## src/rtl/plca_txop_table_writer.sv

```systemverilog
// PLCA TXOP occupancy table, write side: clear, per-cycle sweep, summaries.
// Optional aging of idle entries is enabled by defining TXOP_AGING_EN.
module plca_txop_table_writer #(
  parameter int DEPTH           = 256,
  parameter int AGE_W           = 4,
  parameter int AGE_LIMIT       = 8,
  parameter int MAX_HARD_CLAIMS = 4
) (
  input  logic       clk,
  input  logic       reset,
  input  logic       clear_req,
  input  logic       cycle_start,
  input  logic       txop_valid,
  input  logic [7:0] txop_id,
  input  logic       txop_active,
  input  logic       txop_hard,
  input  logic [7:0] rd_id,
  output logic       rd_occ,
  output logic       rd_hard,
  output logic       busy,
  output logic       clear_done,
  output logic       sweep_done,
  output logic [8:0] free_count,
  output logic [8:0] hard_count,
  output logic [7:0] first_free,
  output logic       free_valid,
  output logic       max_hard_claim,
  output logic       sweep_overrun
);

  localparam int IW = (DEPTH > 1) ? $clog2(DEPTH) : 1;
  localparam logic [IW-1:0] LAST = IW'(DEPTH - 1);

  typedef enum logic [1:0] {S_CLEAR, S_IDLE, S_SWEEP} state_t;

  state_t        state_q, state_d;
  logic [IW-1:0] idx_q, idx_d;
  logic [8:0]    free_acc_q, free_acc_d;
  logic [8:0]    hard_acc_q, hard_acc_d;
  logic [7:0]    ff_acc_q, ff_acc_d;
  logic          ff_found_q, ff_found_d;
  logic [8:0]    free_count_q, free_count_d;
  logic [8:0]    hard_count_q, hard_count_d;
  logic [7:0]    first_free_q, first_free_d;
  logic          free_valid_q, free_valid_d;
  logic          max_hard_q, max_hard_d;
  logic          clear_done_q, clear_done_d;
  logic          sweep_done_q, sweep_done_d;
  logic          overrun_q, overrun_d;
  logic          rd_occ_q, rd_occ_d;
  logic          rd_hard_q, rd_hard_d;

  logic occ_q  [DEPTH];
  logic hard_q [DEPTH];
`ifdef TXOP_AGING_EN
  logic [AGE_W-1:0] age_q [DEPTH];
  logic [AGE_W-1:0] cur_age, age_inc, swp_age, tw_age;
  logic             expire;
`endif

  logic          cur_occ, cur_hard, swp_occ, swp_hard;
  logic          ev_ok, ev_hit, cnt_occ, cnt_hard, cnt_free, cnt_hd;
  logic [IW-1:0] ev_idx;
  logic [8:0]    free_nx, hard_nx;
  logic [7:0]    ff_nx;
  logic          found_nx;
  logic          tw_en, tw_occ, tw_hard;

  always_comb begin
    cur_occ  = occ_q[idx_q];
    cur_hard = hard_q[idx_q];
`ifdef TXOP_AGING_EN
    cur_age  = age_q[idx_q];
    age_inc  = (cur_age == '1) ? cur_age : cur_age + 1'b1;
    expire   = cur_occ && (age_inc == AGE_W'(AGE_LIMIT));
    swp_occ  = cur_occ && !expire;
    swp_hard = cur_hard && !expire;
    swp_age  = cur_occ ? age_inc : cur_age;
`else
    swp_occ  = cur_occ;
    swp_hard = cur_hard;
`endif
    ev_ok    = txop_valid && txop_active && (state_q != S_CLEAR) &&
               ({1'b0, txop_id} < 9'(DEPTH));
    ev_idx   = txop_id[IW-1:0];
    ev_hit   = ev_ok && (ev_idx == idx_q);
    // a same-entry event overrides the aged view of the entry
    cnt_occ  = ev_hit || swp_occ;
    cnt_hard = ev_hit ? txop_hard : swp_hard;
    cnt_free = (idx_q != '0) && !cnt_occ;
    cnt_hd   = (idx_q != '0) && cnt_hard;
    free_nx  = free_acc_q + 9'(cnt_free);
    hard_nx  = hard_acc_q + 9'(cnt_hd);
    ff_nx    = ff_acc_q;
    found_nx = ff_found_q;
    if (cnt_free && !ff_found_q) begin
      ff_nx    = 8'(idx_q);
      found_nx = 1'b1;
    end
  end

  always_comb begin
    state_d      = state_q;
    idx_d        = idx_q;
    free_acc_d   = free_acc_q;
    hard_acc_d   = hard_acc_q;
    ff_acc_d     = ff_acc_q;
    ff_found_d   = ff_found_q;
    free_count_d = free_count_q;
    hard_count_d = hard_count_q;
    first_free_d = first_free_q;
    free_valid_d = free_valid_q;
    max_hard_d   = max_hard_q;
    clear_done_d = 1'b0;
    sweep_done_d = 1'b0;
    overrun_d    = overrun_q;
    tw_en        = 1'b0;
    tw_occ       = 1'b0;
    tw_hard      = 1'b0;
`ifdef TXOP_AGING_EN
    tw_age       = '0;
`endif
    rd_occ_d     = 1'b0;
    rd_hard_d    = 1'b0;
    if ({1'b0, rd_id} < 9'(DEPTH)) begin
      rd_occ_d  = occ_q[rd_id[IW-1:0]];
      rd_hard_d = hard_q[rd_id[IW-1:0]];
    end
    unique case (state_q)
      S_CLEAR: begin
        tw_en = 1'b1;
        if (cycle_start) overrun_d = 1'b1;
        if (idx_q == LAST) begin
          state_d      = S_IDLE;
          idx_d        = '0;
          clear_done_d = 1'b1;
          free_count_d = 9'(DEPTH - 1);
          hard_count_d = '0;
          first_free_d = (DEPTH > 1) ? 8'd1 : 8'd0;
          free_valid_d = (DEPTH > 1);
          max_hard_d   = 1'b0;
        end else begin
          idx_d = idx_q + 1'b1;
        end
      end
      S_IDLE: begin
        if (clear_req) begin
          state_d = S_CLEAR;
          idx_d   = '0;
        end else if (cycle_start) begin
          state_d    = S_SWEEP;
          idx_d      = '0;
          free_acc_d = '0;
          hard_acc_d = '0;
          ff_acc_d   = '0;
          ff_found_d = 1'b0;
        end
      end
      S_SWEEP: begin
        if (cycle_start) overrun_d = 1'b1;
        if (clear_req) begin
          state_d = S_CLEAR;
          idx_d   = '0;
        end else begin
`ifdef TXOP_AGING_EN
          tw_en   = 1'b1;
          tw_occ  = swp_occ;
          tw_hard = swp_hard;
          tw_age  = swp_age;
`endif
          free_acc_d = free_nx;
          hard_acc_d = hard_nx;
          ff_acc_d   = ff_nx;
          ff_found_d = found_nx;
          if (idx_q == LAST) begin
            state_d      = S_IDLE;
            idx_d        = '0;
            sweep_done_d = 1'b1;
            free_count_d = free_nx;
            hard_count_d = hard_nx;
            first_free_d = found_nx ? ff_nx : 8'd0;
            free_valid_d = found_nx;
            max_hard_d   = (hard_nx >= 9'(MAX_HARD_CLAIMS));
          end else begin
            idx_d = idx_q + 1'b1;
          end
        end
      end
      default: state_d = S_CLEAR;
    endcase
  end

  always_ff @(posedge clk) begin
    if (reset) begin
      state_q      <= S_CLEAR;
      idx_q        <= '0;
      free_acc_q   <= '0;
      hard_acc_q   <= '0;
      ff_acc_q     <= '0;
      ff_found_q   <= 1'b0;
      free_count_q <= '0;
      hard_count_q <= '0;
      first_free_q <= '0;
      free_valid_q <= 1'b0;
      max_hard_q   <= 1'b0;
      clear_done_q <= 1'b0;
      sweep_done_q <= 1'b0;
      overrun_q    <= 1'b0;
      rd_occ_q     <= 1'b0;
      rd_hard_q    <= 1'b0;
    end else begin
      state_q      <= state_d;
      idx_q        <= idx_d;
      free_acc_q   <= free_acc_d;
      hard_acc_q   <= hard_acc_d;
      ff_acc_q     <= ff_acc_d;
      ff_found_q   <= ff_found_d;
      free_count_q <= free_count_d;
      hard_count_q <= hard_count_d;
      first_free_q <= first_free_d;
      free_valid_q <= free_valid_d;
      max_hard_q   <= max_hard_d;
      clear_done_q <= clear_done_d;
      sweep_done_q <= sweep_done_d;
      overrun_q    <= overrun_d;
      rd_occ_q     <= rd_occ_d;
      rd_hard_q    <= rd_hard_d;
    end
  end

  // table is initialised by the CLEAR walk, so it carries no reset
  always_ff @(posedge clk) begin
    if (tw_en) begin
      occ_q[idx_q]  <= tw_occ;
      hard_q[idx_q] <= tw_hard;
`ifdef TXOP_AGING_EN
      age_q[idx_q]  <= tw_age;
`endif
    end
    if (ev_ok) begin
      occ_q[ev_idx]  <= 1'b1;
      hard_q[ev_idx] <= txop_hard;
`ifdef TXOP_AGING_EN
      age_q[ev_idx]  <= '0;
`endif
    end
  end

  assign busy           = (state_q != S_IDLE);
  assign rd_occ         = rd_occ_q;
  assign rd_hard        = rd_hard_q;
  assign clear_done     = clear_done_q;
  assign sweep_done     = sweep_done_q;
  assign free_count     = free_count_q;
  assign hard_count     = hard_count_q;
  assign first_free     = first_free_q;
  assign free_valid     = free_valid_q;
  assign max_hard_claim = max_hard_q;
  assign sweep_overrun  = overrun_q;

endmodule

```

## config.mk

```make
export PLATFORM = sky130hd
export DESIGN_NAME = plca_txop_table_writer
export DESIGN_NICKNAME = d
export VERILOG_FILES = /design/src/rtl/plca_txop_table_writer.sv
export SDC_FILE = /design/constraint.sdc
export NUM_CORES = 1
export LEC_CHECK = 0
export CAP_MARGIN = 25
export CELL_PAD_IN_SITES_DETAIL_PLACEMENT = 1
export CELL_PAD_IN_SITES_GLOBAL_PLACEMENT = 2
export CORE_ASPECT_RATIO = 0.75
export CORE_UTILIZATION = 35
export CTS_CLUSTER_DIAMETER = 50
export DETAILED_ROUTE_END_ITERATION = 6
export DONT_BUFFER_PORTS = 1
export GPL_TIMING_DRIVEN = 1
export HOLD_SLACK_MARGIN = 0.1
export PLACE_DENSITY = 0.72
export SYNTH_ARGS = -nofsm -noshare
export SYNTH_HDL_FRONTEND = slang
export SYNTH_SLANG_ARGS = --single-unit
export TNS_END_PERCENT = 5
```

## constraint.sdc

```tcl
create_clock -name clk -period 28 [get_ports clk]
set_input_delay 5.6 -clock clk [delete_from_list [all_inputs] [get_ports clk]]
set_output_delay 5.6 -clock clk [all_outputs]
set_load 0.02 [all_outputs]
```

==> summary by stage <==
Run status
The flow ran to the end, and the final reports show no timing, DRC or antenna violations.

Clock network
The tree is rooted in a sky130_fd_sc_hd__clkbuf_16. After clock tree synthesis, the setup repair step added 0 buffers. The clock-pin slew of the registers on the worst-case setup and hold paths is around 0.060 ns.

The H-tree level count is 3. The number of clock sinks seen by CTS is 590. The worst-skew pair later-pin latency is 0.62 ns.

In this run, CTS created clock tree buffers numbering between 60 and 70. The maximum buffer depth of the clock tree is 3. In this run, post-CTS repair resized a total of 0 instances. In this run, post-CTS hold repair placed 0 buffers. TritonCTS built the clock tree.

Layout
Summing all multi-input logic gate instances after layout gives 0.0109 mm². For this run, the share of the core covered by cells in the final layout is 0.395. Across the whole layout, storage elements account for roughly 0.017 mm². The share of final-layout standard cells stronger than drive strength 1 is 0.238. The finished layout holds 2,924 standard cells, fillers aside.

The final-layout fill cell count is about 8,000. The count of antenna diodes in the layout is 0. After routing the design area is approximately 0.032 mm². The layout-stage area growth over the synthesis result is 11.5%. In the final design database the tool counted about 1,800 nets.

Synthesis
Yosys mapped the design onto about 60 distinct sky130hd cell types. The mean instance size in the synthesized netlist is 15.3 µm². Yosys printed 0 warnings. The sequential fraction of the synthesis area is 0.595.

Yosys mapped a number of flops with a built-in enable equal to a little over 500. The primary flip-flop cell chosen by synthesis mapping is sky130_fd_sc_hd__edfxtp_1. The leading area contributor after synthesis is sky130_fd_sc_hd__edfxtp_1. The mapped netlist covers ~0.028 mm². Of the post-synthesis cell area, the dominant cell type holds 0.540. By area the synthesized netlist is led by sky130_fd_sc_hd__edfxtp_1 (54%), sky130_fd_sc_hd__mux4_2 (23%), sky130_fd_sc_hd__dfxtp_1 (5.5%). Counting every instance in the synthesized netlist gives around 1,900. For this run, asynchronously set or reset flops after synthesis account for 0.

The synthesized netlist net count is ~1,900. The synthesized flop and latch total is 590.

Worst setup path
The worst register-to-register path has a setup slack of between 20 and 25 ns. The worst setup path is launched from an input port. STA puts the critical path data arrival time at 9.05 ns. The critical path is of the input port to flip-flop type. The endpoint kind of the worst setup timing path is a flip-flop. Of all nets on the critical path, the largest fanout is 47. The data required time of the worst path is 28.55 ns.

Floorplan
For this configuration, the core starts out at a cell density of 0.354. The area of the die is between 0.08 and 0.09 mm². The die height is between 200 and 250 µm. The core box area is a little over 0.08 mm². The total I/O pin count is 57. The floorplan step set the die width to ~330 µm. The number of placement rows is 90.

Power
The total power density per cell area is around 62 mW/mm². Of the total power, the share spent switching nets is 0.226. Summed over all nets, the switching power comes to around 0.00044 W. The leakage power is ~10 nW. The internal power summed over all cells is between 0.0015 and 0.002 W. IR analysis of the VDD net gives a maximum drop of 0.0000488 V. The clock network power share is 0.458. The share of total power dissipated in combinational logic is 0.058.

The part of the total power dissipated in sequential elements is 0.484.

STA
In this run the tightest slew margin relative to its limit is 0.256. The final hold violation count is 0. Setup repair after global routing left no endpoint under its margin.

The total setup violations reported at the end of the flow is 0. Setup total negative slack on the finished layout was measured at 0 ns. The measured slew at the worst slew-check pin is 1.11 ns. Of the available clock period, the critical path in the final layout requires 0.303. Based on the critical path, the design can be clocked at up to approximately 0.12 GHz.

The worst clock skew on the final layout is 0.0267 ns. The worst hold slack after final layout is between 0.4 and 0.5 ns. The number of pins with negative max-slew slack in the final report is 0. The clock period could shrink to around 8.5 ns.

Routing
The remaining antenna violation count is 0. For this block, the initial DRC count from the detailed router was 1,877. The first-pass detailed-route iteration total is 5. Using the TritonRoute via totals, the vias-per-cell ratio works out to 6.06. The routed wire length is about 90,000 µm.

The average detailed-routed wire length per instance is a little over 30 µm. The DRC violation count after routing is 0. Summing over every cut layer, the via total after detailed routing is 17,729.

Place
The count of buffers added on input and output ports is 0. At the end of routability-driven placement, the weighted congestion stood at 0.837. Counting tap cells, the placed design contains a total of 2,799 instances.

Summing all placed instances gives a cell area of 0.0294 mm². The placed wire-length estimate after detailed placement is roughly 55,000 µm.

Flow run
Max-cap violations in this run came to 0.

GRT
After global routing the overflow that remains totals 0. The wire length of the first global-routing pass is around 130,000 µm. The number of antenna violations at the first check in global routing is 1.

The largest net degree at the start of global routing is about 150. In the global route stage, overall resource usage came out at 0.219. The number of global-route vias before repair is 18,552.

Hold path
The tightest min-delay check is of the flip-flop to flip-flop type.
cells in the mapped netlist, drive strengths merged, types with 13 or more instances:
cell type / n
edfxtp: 512
nor2: 323
mux4: 285
nand2: 118
clkbuf: 101
dfxtp: 78
buf: 47
a21oi: 44
nand3: 43
a22o: 24
mux2i: 21
o21ai: 21
a221oi: 19
o22ai: 19
xor2: 18
a22oi: 17
inv: 14
nor2b: 13
critical path, cell delays in order:
cell and delay, ns:
sky130_fd_sc_hd__nand2_1 0.07, sky130_fd_sc_hd__or2_2 0.38, sky130_fd_sc_hd__inv_6 0.22, sky130_fd_sc_hd__nand4_1 0.22
sky130_fd_sc_hd__nand2b_1 0.13, sky130_fd_sc_hd__a211oi_1 0.69, sky130_fd_sc_hd__ha_1 0.36, sky130_fd_sc_hd__ha_1 0.26
sky130_fd_sc_hd__and3_1 0.25, sky130_fd_sc_hd__and3_1 0.26, sky130_fd_sc_hd__nand3_1 0.12, sky130_fd_sc_hd__xor2_1 0.15
sky130_fd_sc_hd__nor2_1 0.13, sky130_fd_sc_hd__nand2_1 0.07, sky130_fd_sc_hd__a21oi_1 0.12
sequential cells by signal, indices dropped and copies added, names as in the netlist, named ones only:
name,cells
idx_q,8
hard_count,9
free_count,9
hard_acc_q,9
hard_q,256
ff_acc_q,8
rd_hard,1
sweep_done,1
first_free,8
max_hard_claim,1
ff_found_q,1
free_valid,1
free_acc_q,9
sweep_overrun,1
occ_q,256
rd_occ,1
state_q,2
clear_done,1
cells in the final DEF, fill, tap and decap left out, types with 15 or more instances in the layout:
cell and instances:
sky130_fd_sc_hd__nand3_1 43, sky130_fd_sc_hd__a21oi_1 44, sky130_fd_sc_hd__clkbuf_16 71, sky130_fd_sc_hd__nand2_1 117, sky130_fd_sc_hd__o22ai_1 19, sky130_fd_sc_hd__a22o_1 24, sky130_fd_sc_hd__dfxtp_1 75, sky130_fd_sc_hd__clkinv_1 15
sky130_fd_sc_hd__mux2i_1 21, sky130_fd_sc_hd__buf_4 26, sky130_fd_sc_hd__a221oi_1 19, sky130_fd_sc_hd__nor2_1 322, sky130_fd_sc_hd__xor2_1 18, sky130_fd_sc_hd__a22oi_1 17, sky130_fd_sc_hd__edfxtp_1 512, sky130_fd_sc_hd__mux4_2 285
sky130_fd_sc_hd__o21ai_0 20
routing by layer:
metal  share of wire  GRT usage  vias to the layer above
met3           0.094     0.0591                      156
met4           0.025     0.0618                        2
li1                -          -                     7321
met1            0.43      0.306                     9422
met5         0.00013          0                        -
met2            0.46      0.334                      828
logic make-up after synthesis:
kind of cell | Yosys count | share of synthesized area
buffers and inverters | 164 | 0.0244
muxes | 312 | 0.235
xor gates and xnor gates | 28 | 0.00862
adders and majority gates | 10 | 0.00440
AOI/OAI and AO/OA | 191 | 0.0471
and+or+nand+nor | 567 | 0.0850
DFF | 590 | 0.595
path summary, 6_finish.rpt:
check / start / to / depth (start not counted)
worst min register to register: hard_acc_q[0] / hard_acc_q[0] / 2
worst min-delay path: hard_acc_q[0] / hard_acc_q[0] / 2
worst max register to register: flip-flop / free_count[8] / 16
worst max-delay path: txop_valid / free_count[8] / 15
power groups by stage:
stage	clock network (W)	logic, W	registers [W]
3_3_place_gp	0	0.000112	0.000970
2_1_floorplan	0	0.0000923	0.000963
3_5_place_dp	0	0.000112	0.000970
4_1_cts	0.000916	0.000113	0.000951
5_1_grt	0.000952	0.000118	0.000952
6_report	0.000901	0.000114	0.000951
final cells by class:
class / count / area share
flip-flops and latches: 590 / 0.534
multi-input cells: 1108 / 0.343
inverters: 16 / 0.00205
well taps: 1058 / 0.0417
clock buffers: 81 / 0.0575
clock inverters: 41 / 0.0127
repair buffers: 30 / 0.00915
through the flow:
stage	power (W)	worst slack (ns)
final	0.00197	19.50
after global routing	0.00202	19.21
after global placement	0.00108	18.06
after CTS	0.00198	19.05
after floorplan	0.00106	13.45
after detailed placement	0.00108	18.35
(Power assumes the default switching activity.)
